### src/rtl/rf_port_arbiter.sv
// Two-requester front end for a 32x8 register file: clears every register after reset,
// then shares one write port and two async read ports between requesters A and B.
module rf_port_arbiter #(
    parameter int                 DATA_W   = 8,
    parameter int                 ADDR_W   = 5,
    parameter int                 NREGS    = 32,
    parameter logic [DATA_W-1:0]  INIT_VAL = '0
) (
    input  logic              CLK,
    input  logic              RST_N,
    input  logic              A_REQ,
    input  logic              A_WE,
    input  logic [ADDR_W-1:0] A_ADDR,
    input  logic [DATA_W-1:0] A_WDATA,
    output logic              A_GNT,
    output logic              A_RVALID,
    output logic [DATA_W-1:0] A_RDATA,
    input  logic              B_REQ,
    input  logic              B_WE,
    input  logic [ADDR_W-1:0] B_ADDR,
    input  logic [DATA_W-1:0] B_WDATA,
    output logic              B_GNT,
    output logic              B_RVALID,
    output logic [DATA_W-1:0] B_RDATA,
    output logic              INIT_DONE,
    output logic [DATA_W-1:0] RF_DIN,
    output logic [ADDR_W-1:0] RF_ADRX,
    output logic [ADDR_W-1:0] RF_ADRY,
    output logic              RF_WR,
    input  logic [DATA_W-1:0] RF_DX,
    input  logic [DATA_W-1:0] RF_DY
);

    // One spare counter bit so NREGS == 2**ADDR_W ends the sweep without wrapping.
    localparam int               CNT_W    = ADDR_W + 1;
    localparam logic [CNT_W-1:0] LAST_CNT = CNT_W'(NREGS - 1);

    typedef enum logic {ST_INIT, ST_RUN} state_t;

    state_t              state_q, state_d;
    logic [CNT_W-1:0]    cnt_q, cnt_d;
    logic                rr_q, rr_d;          // 0: A wins next write/write conflict
    logic                init_done_q, init_done_d;
    logic                a_rvalid_q, a_rvalid_d;
    logic                b_rvalid_q, b_rvalid_d;
    logic [DATA_W-1:0]   a_rdata_q, a_rdata_d;
    logic [DATA_W-1:0]   b_rdata_q, b_rdata_d;

    logic                a_gnt, b_gnt, both_wr;
    logic                a_use_y, b_use_y;
    logic                wr;
    logic [ADDR_W-1:0]   adrx, adry;
    logic [DATA_W-1:0]   din;

    always_comb begin
        state_d     = state_q;
        cnt_d       = cnt_q;
        rr_d        = rr_q;
        init_done_d = init_done_q;
        a_rvalid_d  = 1'b0;
        b_rvalid_d  = 1'b0;
        a_rdata_d   = a_rdata_q;
        b_rdata_d   = b_rdata_q;
        a_gnt       = 1'b0;
        b_gnt       = 1'b0;
        both_wr     = 1'b0;
        a_use_y     = 1'b0;
        b_use_y     = 1'b0;
        wr          = 1'b0;
        adrx        = '0;
        adry        = '0;
        din         = '0;

        case (state_q)
            ST_INIT: begin
                wr    = 1'b1;
                adrx  = cnt_q[ADDR_W-1:0];
                din   = INIT_VAL;
                cnt_d = cnt_q + CNT_W'(1);
                if (cnt_q == LAST_CNT) begin
                    state_d     = ST_RUN;
                    init_done_d = 1'b1;
                end
            end

            ST_RUN: begin
                both_wr = A_REQ & A_WE & B_REQ & B_WE;
                a_gnt   = A_REQ & ~(both_wr & rr_q);
                b_gnt   = B_REQ & ~(both_wr & ~rr_q);
                if (both_wr) begin
                    rr_d = ~rr_q;
                end

                if (a_gnt && A_WE) begin
                    wr   = 1'b1;
                    adrx = A_ADDR;
                    din  = A_WDATA;
                end else if (b_gnt && B_WE) begin
                    wr   = 1'b1;
                    adrx = B_ADDR;
                    din  = B_WDATA;
                end

                // A reader moves to the Y port whenever the other requester owns X.
                if (a_gnt && !A_WE) begin
                    a_use_y    = b_gnt & B_WE;
                    a_rvalid_d = 1'b1;
                    if (a_use_y) begin
                        adry      = A_ADDR;
                        a_rdata_d = RF_DY;
                    end else begin
                        adrx      = A_ADDR;
                        a_rdata_d = RF_DX;
                    end
                end

                if (b_gnt && !B_WE) begin
                    b_use_y    = a_gnt;
                    b_rvalid_d = 1'b1;
                    if (b_use_y) begin
                        adry      = B_ADDR;
                        b_rdata_d = RF_DY;
                    end else begin
                        adrx      = B_ADDR;
                        b_rdata_d = RF_DX;
                    end
                end
            end

            default: state_d = ST_INIT;
        endcase
    end

    always_ff @(posedge CLK or negedge RST_N) begin
        if (!RST_N) begin
            state_q     <= ST_INIT;
            cnt_q       <= '0;
            rr_q        <= 1'b0;
            init_done_q <= 1'b0;
            a_rvalid_q  <= 1'b0;
            b_rvalid_q  <= 1'b0;
            a_rdata_q   <= '0;
            b_rdata_q   <= '0;
        end else begin
            state_q     <= state_d;
            cnt_q       <= cnt_d;
            rr_q        <= rr_d;
            init_done_q <= init_done_d;
            a_rvalid_q  <= a_rvalid_d;
            b_rvalid_q  <= b_rvalid_d;
            a_rdata_q   <= a_rdata_d;
            b_rdata_q   <= b_rdata_d;
        end
    end

    // The sweep drives the file combinationally, so hold the bus quiet while reset is asserted.
    assign RF_WR     = wr & RST_N;
    assign RF_ADRX   = RST_N ? adrx : '0;
    assign RF_ADRY   = RST_N ? adry : '0;
    assign RF_DIN    = RST_N ? din  : '0;
    assign A_GNT     = a_gnt;
    assign B_GNT     = b_gnt;
    assign A_RVALID  = a_rvalid_q;
    assign B_RVALID  = b_rvalid_q;
    assign A_RDATA   = a_rdata_q;
    assign B_RDATA   = b_rdata_q;
    assign INIT_DONE = init_done_q;

endmodule

### config.mk
export PLATFORM = sky130hd
export DESIGN_NAME = rf_port_arbiter
export DESIGN_NICKNAME = d
export VERILOG_FILES = /design/src/rtl/rf_port_arbiter.sv
export SDC_FILE = /design/constraint.sdc
export NUM_CORES = 1
export LEC_CHECK = 0
export ABC_AREA = 1
export CAP_MARGIN = 25
export CORE_UTILIZATION = 43
export CTS_CLUSTER_DIAMETER = 30
export DETAILED_ROUTE_END_ITERATION = 8
export HOLD_SLACK_MARGIN = 0.15
export PLACE_DENSITY = 0.95
export SYNTH_ARGS = -nofsm -noshare
export SYNTH_HDL_FRONTEND = slang
export SYNTH_SLANG_ARGS = --single-unit
export TNS_END_PERCENT = 50
### constraint.sdc
create_clock -name CLK -period 3.5 [get_ports CLK]
set_clock_uncertainty 0.1 [all_clocks]
set_input_delay 0.35 -clock CLK [delete_from_list [all_inputs] [get_ports CLK]]
set_output_delay 0.35 -clock CLK [all_outputs]
set_load 0.1 [all_outputs]
-- Word-level counts from Yosys, hierarchy flattened
Index checks and enable logic that the tools add are counted.
- $add $sub $neg: 1
- equality and inequality tests: 1
- muxes and demuxes: 31
- bitwise logic cells: 13
- reduce and logical (&&, ||, !) cells: 10
- operators with widths (operator ; count):
    2-to-1 mux 5 bit ; 13
    2-to-1 mux 8 bit ; 5
    one-hot mux 8 bit (2 select lines) ; 1
    2-to-1 mux 1 bit ; 10
    one-hot mux 5 bit (2 select lines) ; 1
    AND 1 bit ; 9
    AND reduction 2 bit ; 4
    adder 6 x 1 -> 6 bit (second input constant) ; 1
    equality test 6 x 5 -> 1 bit (second input constant) ; 1
    logical AND 1 bit ; 4
    inverter 1 bit ; 4
    logical NOT 1 bit ; 2
    one-hot mux 1 bit (2 select lines) ; 1
- flip-flop bits (word level): 27
- input bits: 48
- output and inout port bits: 40

-- Logic depth before layout (Yosys ltp)
Gate-level depths: netlist of the first run.
- depth after elaboration: 15
- depth in mapped cells: 10
- gate-level depth less buffers: 9

-- Worst setup path after synthesis of the first run
Ideal clock, no wire load.
- path type: input to output
- start point: in A_WE
- end point: out RF_ADRY[0]
- data arrival time: 2553 ps
- data required time: 3050 ps
- slack: 497 ps
- stages: 8
- cell sequence: nand2_1 -> nor2_2 -> nand2_2 -> nand2_2 -> buf_6 -> nor2_1 -> nand3_1 -> a21oi_1
- longest elaborated chain between the ends: 13
- elaborated cells on any way between the ends: 19
- RTL lines (what ; RTL line ; text):
    from (decl) ; 12 ; input logic A_WE,
    AND 1 bit (3 in series) ; 87 ; both_wr = A_REQ & A_WE & B_REQ & B_WE;
    AND 1 bit ; 89 ; b_gnt = B_REQ & ~(both_wr & ~rr_q);
    inverter 1 bit ; 89 ;
    AND 1 bit ; 89 ;
    AND 1 bit ; 106 ; a_use_y = b_gnt & B_WE;
    2-to-1 mux 5 bit ; 108 ; if (a_use_y) begin
    2-to-1 mux 5 bit ; 105 ; if (a_gnt && !A_WE) begin
    2-to-1 mux 5 bit ; 120 ; if (b_use_y) begin
    2-to-1 mux 5 bit * ; 117 ; if (b_gnt && !B_WE) begin
    2-to-1 mux 5 bit * ; 74 ; case (state_q)
    2-to-1 mux 5 bit * ; 159 ; assign RF_ADRY = RST_N ? adry : '0;
    to (decl) ; 28 ; output logic [ADDR_W-1:0] RF_ADRY,
Every way passes the cells marked *; elsewhere a longest branch is shown, timed or not.

-- Worst setup path in the final report of the first run
- start point: in B_WE
- end point: out RF_ADRY[4]
- longest elaborated chain between the ends: 11
- elaborated cells on any way between the ends: 17
- RTL lines (what ; RTL line ; text):
    from (decl) ; 19 ; input logic B_WE,
    AND 1 bit ; 87 ;
    AND 1 bit ; 89 ;
    inverter 1 bit ; 89 ;
    AND 1 bit ; 89 ;
    AND 1 bit ; 106 ;
    2-to-1 mux 5 bit ; 108 ;
    2-to-1 mux 5 bit ; 105 ;
    2-to-1 mux 5 bit ; 120 ;
    2-to-1 mux 5 bit * ; 117 ;
    2-to-1 mux 5 bit * ; 74 ;
    2-to-1 mux 5 bit * ; 159 ;
Marked as above.

==> results.ini, run 1 <==
[clock_tree]
postCtsSetupRepairBufs = 0
cts_buffers = 3
clk_path_buf_depth = 2
clock_latency_ps = 270
tritoncts = yes
cts-resized-gates = 0
clkTransAtPathRegs_ps = 90
cts_num_sinks = 27
clock-root-buffer = clkbuf_8
htreeDepth = 1
cts-hold-fix-buffers = 0

[placed_design]
port_buffers = 87
post_dp_cell_area_um2 = 2800
dp_cells = 378
pre_cts_slack_ps = 705
place_hpwl_um = 4030
routabilityCongestion = 0.865

[grt]
antenna_found_initial = 0
grt_max_degree = 24
grt_pass1_wl_um = 8500
grt_pass1_vias = 1953
grt.total_usage_pct = 25.8
overflow = 0

[yosys]
ys_ff_latch = 27
syn_avg_cell_area_um2 = 6.92
yosysWarnings = 0
syn_nets = 300
ys_seq_area_share_pct = 38.9
syn_area_um2 = 1740
synth_cells = 251
ys_types = 27

[cells_and_area]
fin_nets = 384
layout_common_cells = nand2_1, clkdlybuf4s50_1, o21ai_0
fill_cells = 273
fin_cells = 382
drive_gt1_share_pct = 12.3
final_common_cell = nand2_1
areaGrowthSynthToFinish_pct = 64.1
fin_util_pct = 75.6
num_antenna_cells = 0
design_area_um2 = 2850

[power]
p_leak_nw = 1.31
p_switching_mw = 0.571
pwr-share-comb_pct = 52.9
p_int_mw = 0.605
peakVddDrop_mv = 0.359
power.share.sequential_pct = 31.4
p_per_area_nw_per_um2 = 412
power.clock.fraction_pct = 15.6
sw_frac_of_total_pct = 48.5

[drt]
wire_per_inst_um = 13.6
dr.pass1.iters = 5
ant_nets = 0
wl_um = 5180
drtIter0Drc = 144
drc = 0
num_vias = 1989
viasPerCell = 5.21

[job]
drv_cap = 0

[setup_path]
critPathBufInv = 2
slowest_delay_ps = 490
cp.required_ps = 3050
cp_cell_sequence = clkdlybuf4s50_1 -> nand2_1 -> nor2_2 -> nand2_2 -> nand2_2 -> nor2_1 -> nand3_1 -> a21oi_1 -> buf_12
path_common_cell = nand2_2
path_delay_family = simple AND/OR/NAND/NOR gates
start_kind = input port
cp_max_fo = 22
arrival_ps = 2400
cp_slowest_cell = clkdlybuf4s50_1
cp-end-kind = output port
critical_path_class = input port to output port

[die]
rows = 22
die_w_um = 65.6
start_util_pct = 46.1
die_y_um = 65.6
die_area_um2 = 4300
ioPinCount = 88
coreArea_um2 = 3770

[sta]
finalHoldViolations = 0
min_period_ps = 2850
worst_pin_slew_ps = 992
rsz0062_at_grt = false
min_period_over_period_pct = 81.4
fin_ws_ps = 652
maxSlewViolCount = 0
slew-limit-headroom_pct = 33.7
setup_violations = 0
timing.setup.tns_ps = 0
max_freq_ghz = 0.351

[run_status]
status = finished, final reports clean

[min_path]
hold_path.class = input port to asynchronous set/reset pin

[stage by stage]
stage	hold slack, ps	total power, mW
3_5_place_dp	358	0.996
4_1_cts	238	1.18
5_1_grt	239	1.23
6_report	233	1.18
3_3_place_gp	345	0.986
2_1_floorplan	-45.6	0.792
[power by group through the flow]
stage | combinational, mW | sequential (mW) | clock, mW
CTS | 0.624 | 0.369 | 0.183
global route | 0.651 | 0.374 | 0.201
floorplan | 0.200 | 0.592 | 0
detailed placement | 0.621 | 0.374 | 0
finish | 0.623 | 0.370 | 0.184
global placement | 0.612 | 0.374 | 0
[state kept, by name, indices dropped and copies added, names as in the netlist]
signal     count
A_RDATA        8
A_RVALID       1
B_RDATA        8
B_RVALID       1
INIT_DONE      1
cnt_q          6
rr_q           1
state_q        1
[path summary, 6_finish.rpt]
path	cells past startpoint	endpoint	start	slack, ps
setup / recovery	9	RF_ADRY[4]	B_WE	650
hold / removal	1	cnt_q[2]	RST_N	230
setup reg to reg	3	A_RDATA[0]	state_q	1370
hold reg to reg	1	cnt_q[5]	cnt_q[5]	370
max in group asynchronous	2	state_q	RST_N	2570
min in group CLK	1	cnt_q[5]	cnt_q[5]	370
[logic make-up (layout without fill, tap and decap cells)]
family / after synthesis / count (layout) / synth area share, %
simple gates: 124 / 124 / 30.0
compound gates: 53 / 53 / 17.0
buf+inv: 41 / 124 / 10.9
flops: 27 / 27 / 38.9
xor+xnor: 5 / 5 / 2.52
fa+ha+maj: 1 / 1 / 0.720
[routing by layer]
metal	GRT usage, %	vias to the layer above	share of wire (%)
met5	0	-	0
met4	11.7	0	2.7
met3	5.03	18	11
met2	45.7	127	47
met1	29.6	883	39
li1	-	961	-
[cell usage after synthesis, drive strengths merged]
cell type | instances | area (um^2)
nor2 | 23 | 91.3
or2 | 1 | 6.26
o211ai | 1 | 7.51
inv | 29 | 109
a21boi | 1 | 18.8
nand3b | 1 | 7.51
nand2 | 78 | 300
a21oi | 13 | 65.1
o21ai | 37 | 196
nand4 | 1 | 6.26
buf | 10 | 72.6
o21bai | 1 | 7.51
dfrtp | 27 | 676
nor3 | 1 | 10.0
clkbuf | 2 | 7.51
nand3 | 19 | 100
xnor2 | 2 | 17.5
ha | 1 | 12.5
xor2 | 3 | 26.3
[final cells by class]
type / instances / area (um^2) / share of cell area, %
Multi-Input combinational cell: 183 / 873 / 30.6
Tap cell: 48 / 60.1 / 2.11
Timing Repair Buffer: 91 / 1090 / 38.1
Inverter: 29 / 109 / 3.82
Clock buffer: 3 / 41.3 / 1.45
Sequential cell: 27 / 676 / 23.7
Clock inverter: 1 / 7.51 / 0.263
Power figures use the tool's default switching activity.
==> run 2, diff against run 1 <==
CORE_UTILIZATION = 40   (was 43)
PLACE_DENSITY = 0.91   (was 0.95)
clock period = 3 ns   (was 3.5 ns; I/O delays follow)
==> run 2 against run 1 <==
Global-route usage decreased by 3.3 points. Hold slack improved by 96 ps. First-iteration DRC count down 65%. Register-to-register slack worse by 480 ps. Sequential power increased by 17%. Design area decreased by 0.18%. Worst setup slack got worse by 280 ps. Highest routed layer unchanged. Clock power increased by 15%. Utilization shrank 6.0 points. Sequential share of layout area about the same.
==> results.ini, run 2 (same netlist as run 1, synthesis figures left out) <==
[placed_design]
routabilityCongestion = 0.770  ; was 0.865
port_buffers = 87  ; unchanged
place_hpwl_um = 4060  ; was 4030 um
post_dp_cell_area_um2 = 2800  ; about the same
dp_cells = 382  ; was 378

[power]
p_switching_mw = 0.665  ; was 0.571 mW
power_mw = 1.37  ; was 1.18 mW
power.share.sequential_pct = 31.7  ; was 31.4%
power.clock.fraction_pct = 15.5  ; was 15.6%
p_per_area_nw_per_um2 = 479  ; was 412 nW/um^2
peakVddDrop_mv = 0.482  ; was 0.359 mV
p_int_mw = 0.701  ; was 0.605 mW
pwr-share-comb_pct = 52.7  ; was 52.9%
sw_frac_of_total_pct = 48.7  ; was 48.5%
p_leak_nw = 1.35  ; was 1.31 nW

[setup_path]
start_kind = input port  ; unchanged
slowest_delay_ps = 510  ; was 490 ps
cp_slowest_cell = clkdlybuf4s50_1  ; unchanged
arrival_ps = 2230  ; was 2400 ps
cp-end-kind = output port  ; unchanged
cp_cell_sequence = clkdlybuf4s50_1 -> nand2_1 -> nor2_2 -> a21boi_4 -> nand2_2 -> nor2_1 -> nand2_1 -> a21oi_1 -> buf_12  ; was clkdlybuf4s50_1 -> nand2_1 -> nor2_2 -> nand2_2 -> nand2_2 -> nor2_1 -> nand3_1 -> a21oi_1 -> buf_12
path_common_cell = nand2_1  ; was nand2_2
cp.required_ps = 2600  ; was 3050 ps
critical_path_class = input port to output port  ; unchanged
rrSetupSlack_ps = 890  ; was 1370 ps
cp_max_fo = 10  ; was 22

[clock_tree]
clk_path_buf_depth = 2  ; unchanged
htreeDepth = 1  ; unchanged
clock-root-buffer = clkbuf_8  ; unchanged
cts_buffers = 3  ; unchanged
cts-resized-gates = 0  ; unchanged
postCtsSetupRepairBufs = 0  ; unchanged
cts-hold-fix-buffers = 0  ; unchanged
clock_latency_ps = 270  ; about the same
tritoncts = yes  ; unchanged
clkTransAtPathRegs_ps = 90  ; about the same
cts_num_sinks = 27  ; unchanged

[job]
drv_cap = 0  ; unchanged

[sta]
timing.setup.tns_ps = 0  ; unchanged
worst_pin_slew_ps = 843  ; was 992 ps
slew-limit-headroom_pct = 43.5  ; was 33.7%
min_period_ps = 2630
maxSlewViolCount = 0  ; unchanged
rsz0062_at_grt = false  ; unchanged
setup_violations = 0  ; unchanged
min_period_over_period_pct = 87.6
finalHoldViolations = 0  ; unchanged
max_freq_ghz = 0.381

[cells_and_area]
layout_common_cells = nand2_1, clkdlybuf4s50_1, o21ai_0  ; unchanged
design_area_um2 = 2850  ; about the same
drive_gt1_share_pct = 18.5  ; was 12.3%
areaGrowthSynthToFinish_pct = 63.9  ; was 64.1%
fin_nets = 386  ; was 384
num_antenna_cells = 0  ; unchanged
fin_cells = 386  ; was 382
final_common_cell = nand2_1  ; unchanged
fin_util_pct = 69.7  ; was 75.6%

[die]
start_util_pct = 42.5  ; was 46.1%
die_y_um = 67.9  ; was 65.6 um
rows = 23  ; was 22
die_w_um = 67.9  ; was 65.6 um
ioPinCount = 88  ; unchanged
die_area_um2 = 4610  ; was 4300 um^2
coreArea_um2 = 4090  ; was 3770 um^2

[run_status]
status = finished, final reports clean  ; unchanged

[grt]
grt_max_degree = 19  ; was 24
overflow = 0  ; unchanged
grt_pass1_wl_um = 7730  ; was 8500 um
grt.total_usage_pct = 22.5  ; was 25.8%
antenna_found_initial = 0  ; unchanged
grt_pass1_vias = 1746  ; was 1953

[min_path]
hold_path.class = input port to asynchronous set/reset pin  ; unchanged

[drt]
dr.pass1.iters = 4  ; was 5
drtIter0Drc = 51  ; was 144
ant_nets = 0  ; unchanged
num_vias = 1960  ; was 1989
drc = 0  ; unchanged
wl_um = 5060  ; was 5180 um
viasPerCell = 5.08  ; was 5.21
wire_per_inst_um = 13.1  ; was 13.6 um

==> run 2: cell type report <==
class                      count  area [um^2]
clock inverter                 1         7.51
clock buffer                   3         41.3
inverter                      29          109
timing repair buffer          93         1080
fill                         345         1240
sequential                    27          676
tap                           50         62.6
multi-input combinational    183          873
==> run 2: final timing paths <==
kind / start / endpoint / depth (start not counted)
worst max-delay path: B_WE / RF_ADRY[1] / 9
worst min-delay path: RST_N / cnt_q[5] / 2
worst max register to register: state_q / A_RDATA[3] / 3
worst min register to register: cnt_q[5] / cnt_q[5] / 1
max in group asynchronous: RST_N / A_RDATA[0] / 2
min in group CLK: cnt_q[5] / cnt_q[5] / 1
==> run 2: metal layers <==
layer	vias up	track usage (%)	share of wire, %
li1	964	-	-
met1	893	24.2	37
met2	96	41.7	50
met3	7	6.50	11
met4	0	7.29	1.5
met5	-	0	0
==> run 2: power groups by stage <==
stage	sequential (mW)	clock (mW)	combinational, mW
global placement	0.437	0	0.713
global route	0.437	0.227	0.755
finish	0.433	0.212	0.720
floorplan	0.691	0	0.233
CTS	0.433	0.215	0.724
detailed placement	0.439	0	0.723
==> run 2: metrics by stage <==
step	hold WS [ps]	worst slack [ps]
after CTS	335	394
after detailed placement	353	395
final	329	372
after global placement	346	487
after global routing	359	258
after floorplan	-95.6	73.9
==> run 2: critical path: cells and delay by family <==
kind                   cells  cell delay [ps]
buffers and inverters      2              720
AOI/OAI and AO/OA          2              450
and+or+nand+nor            5              760
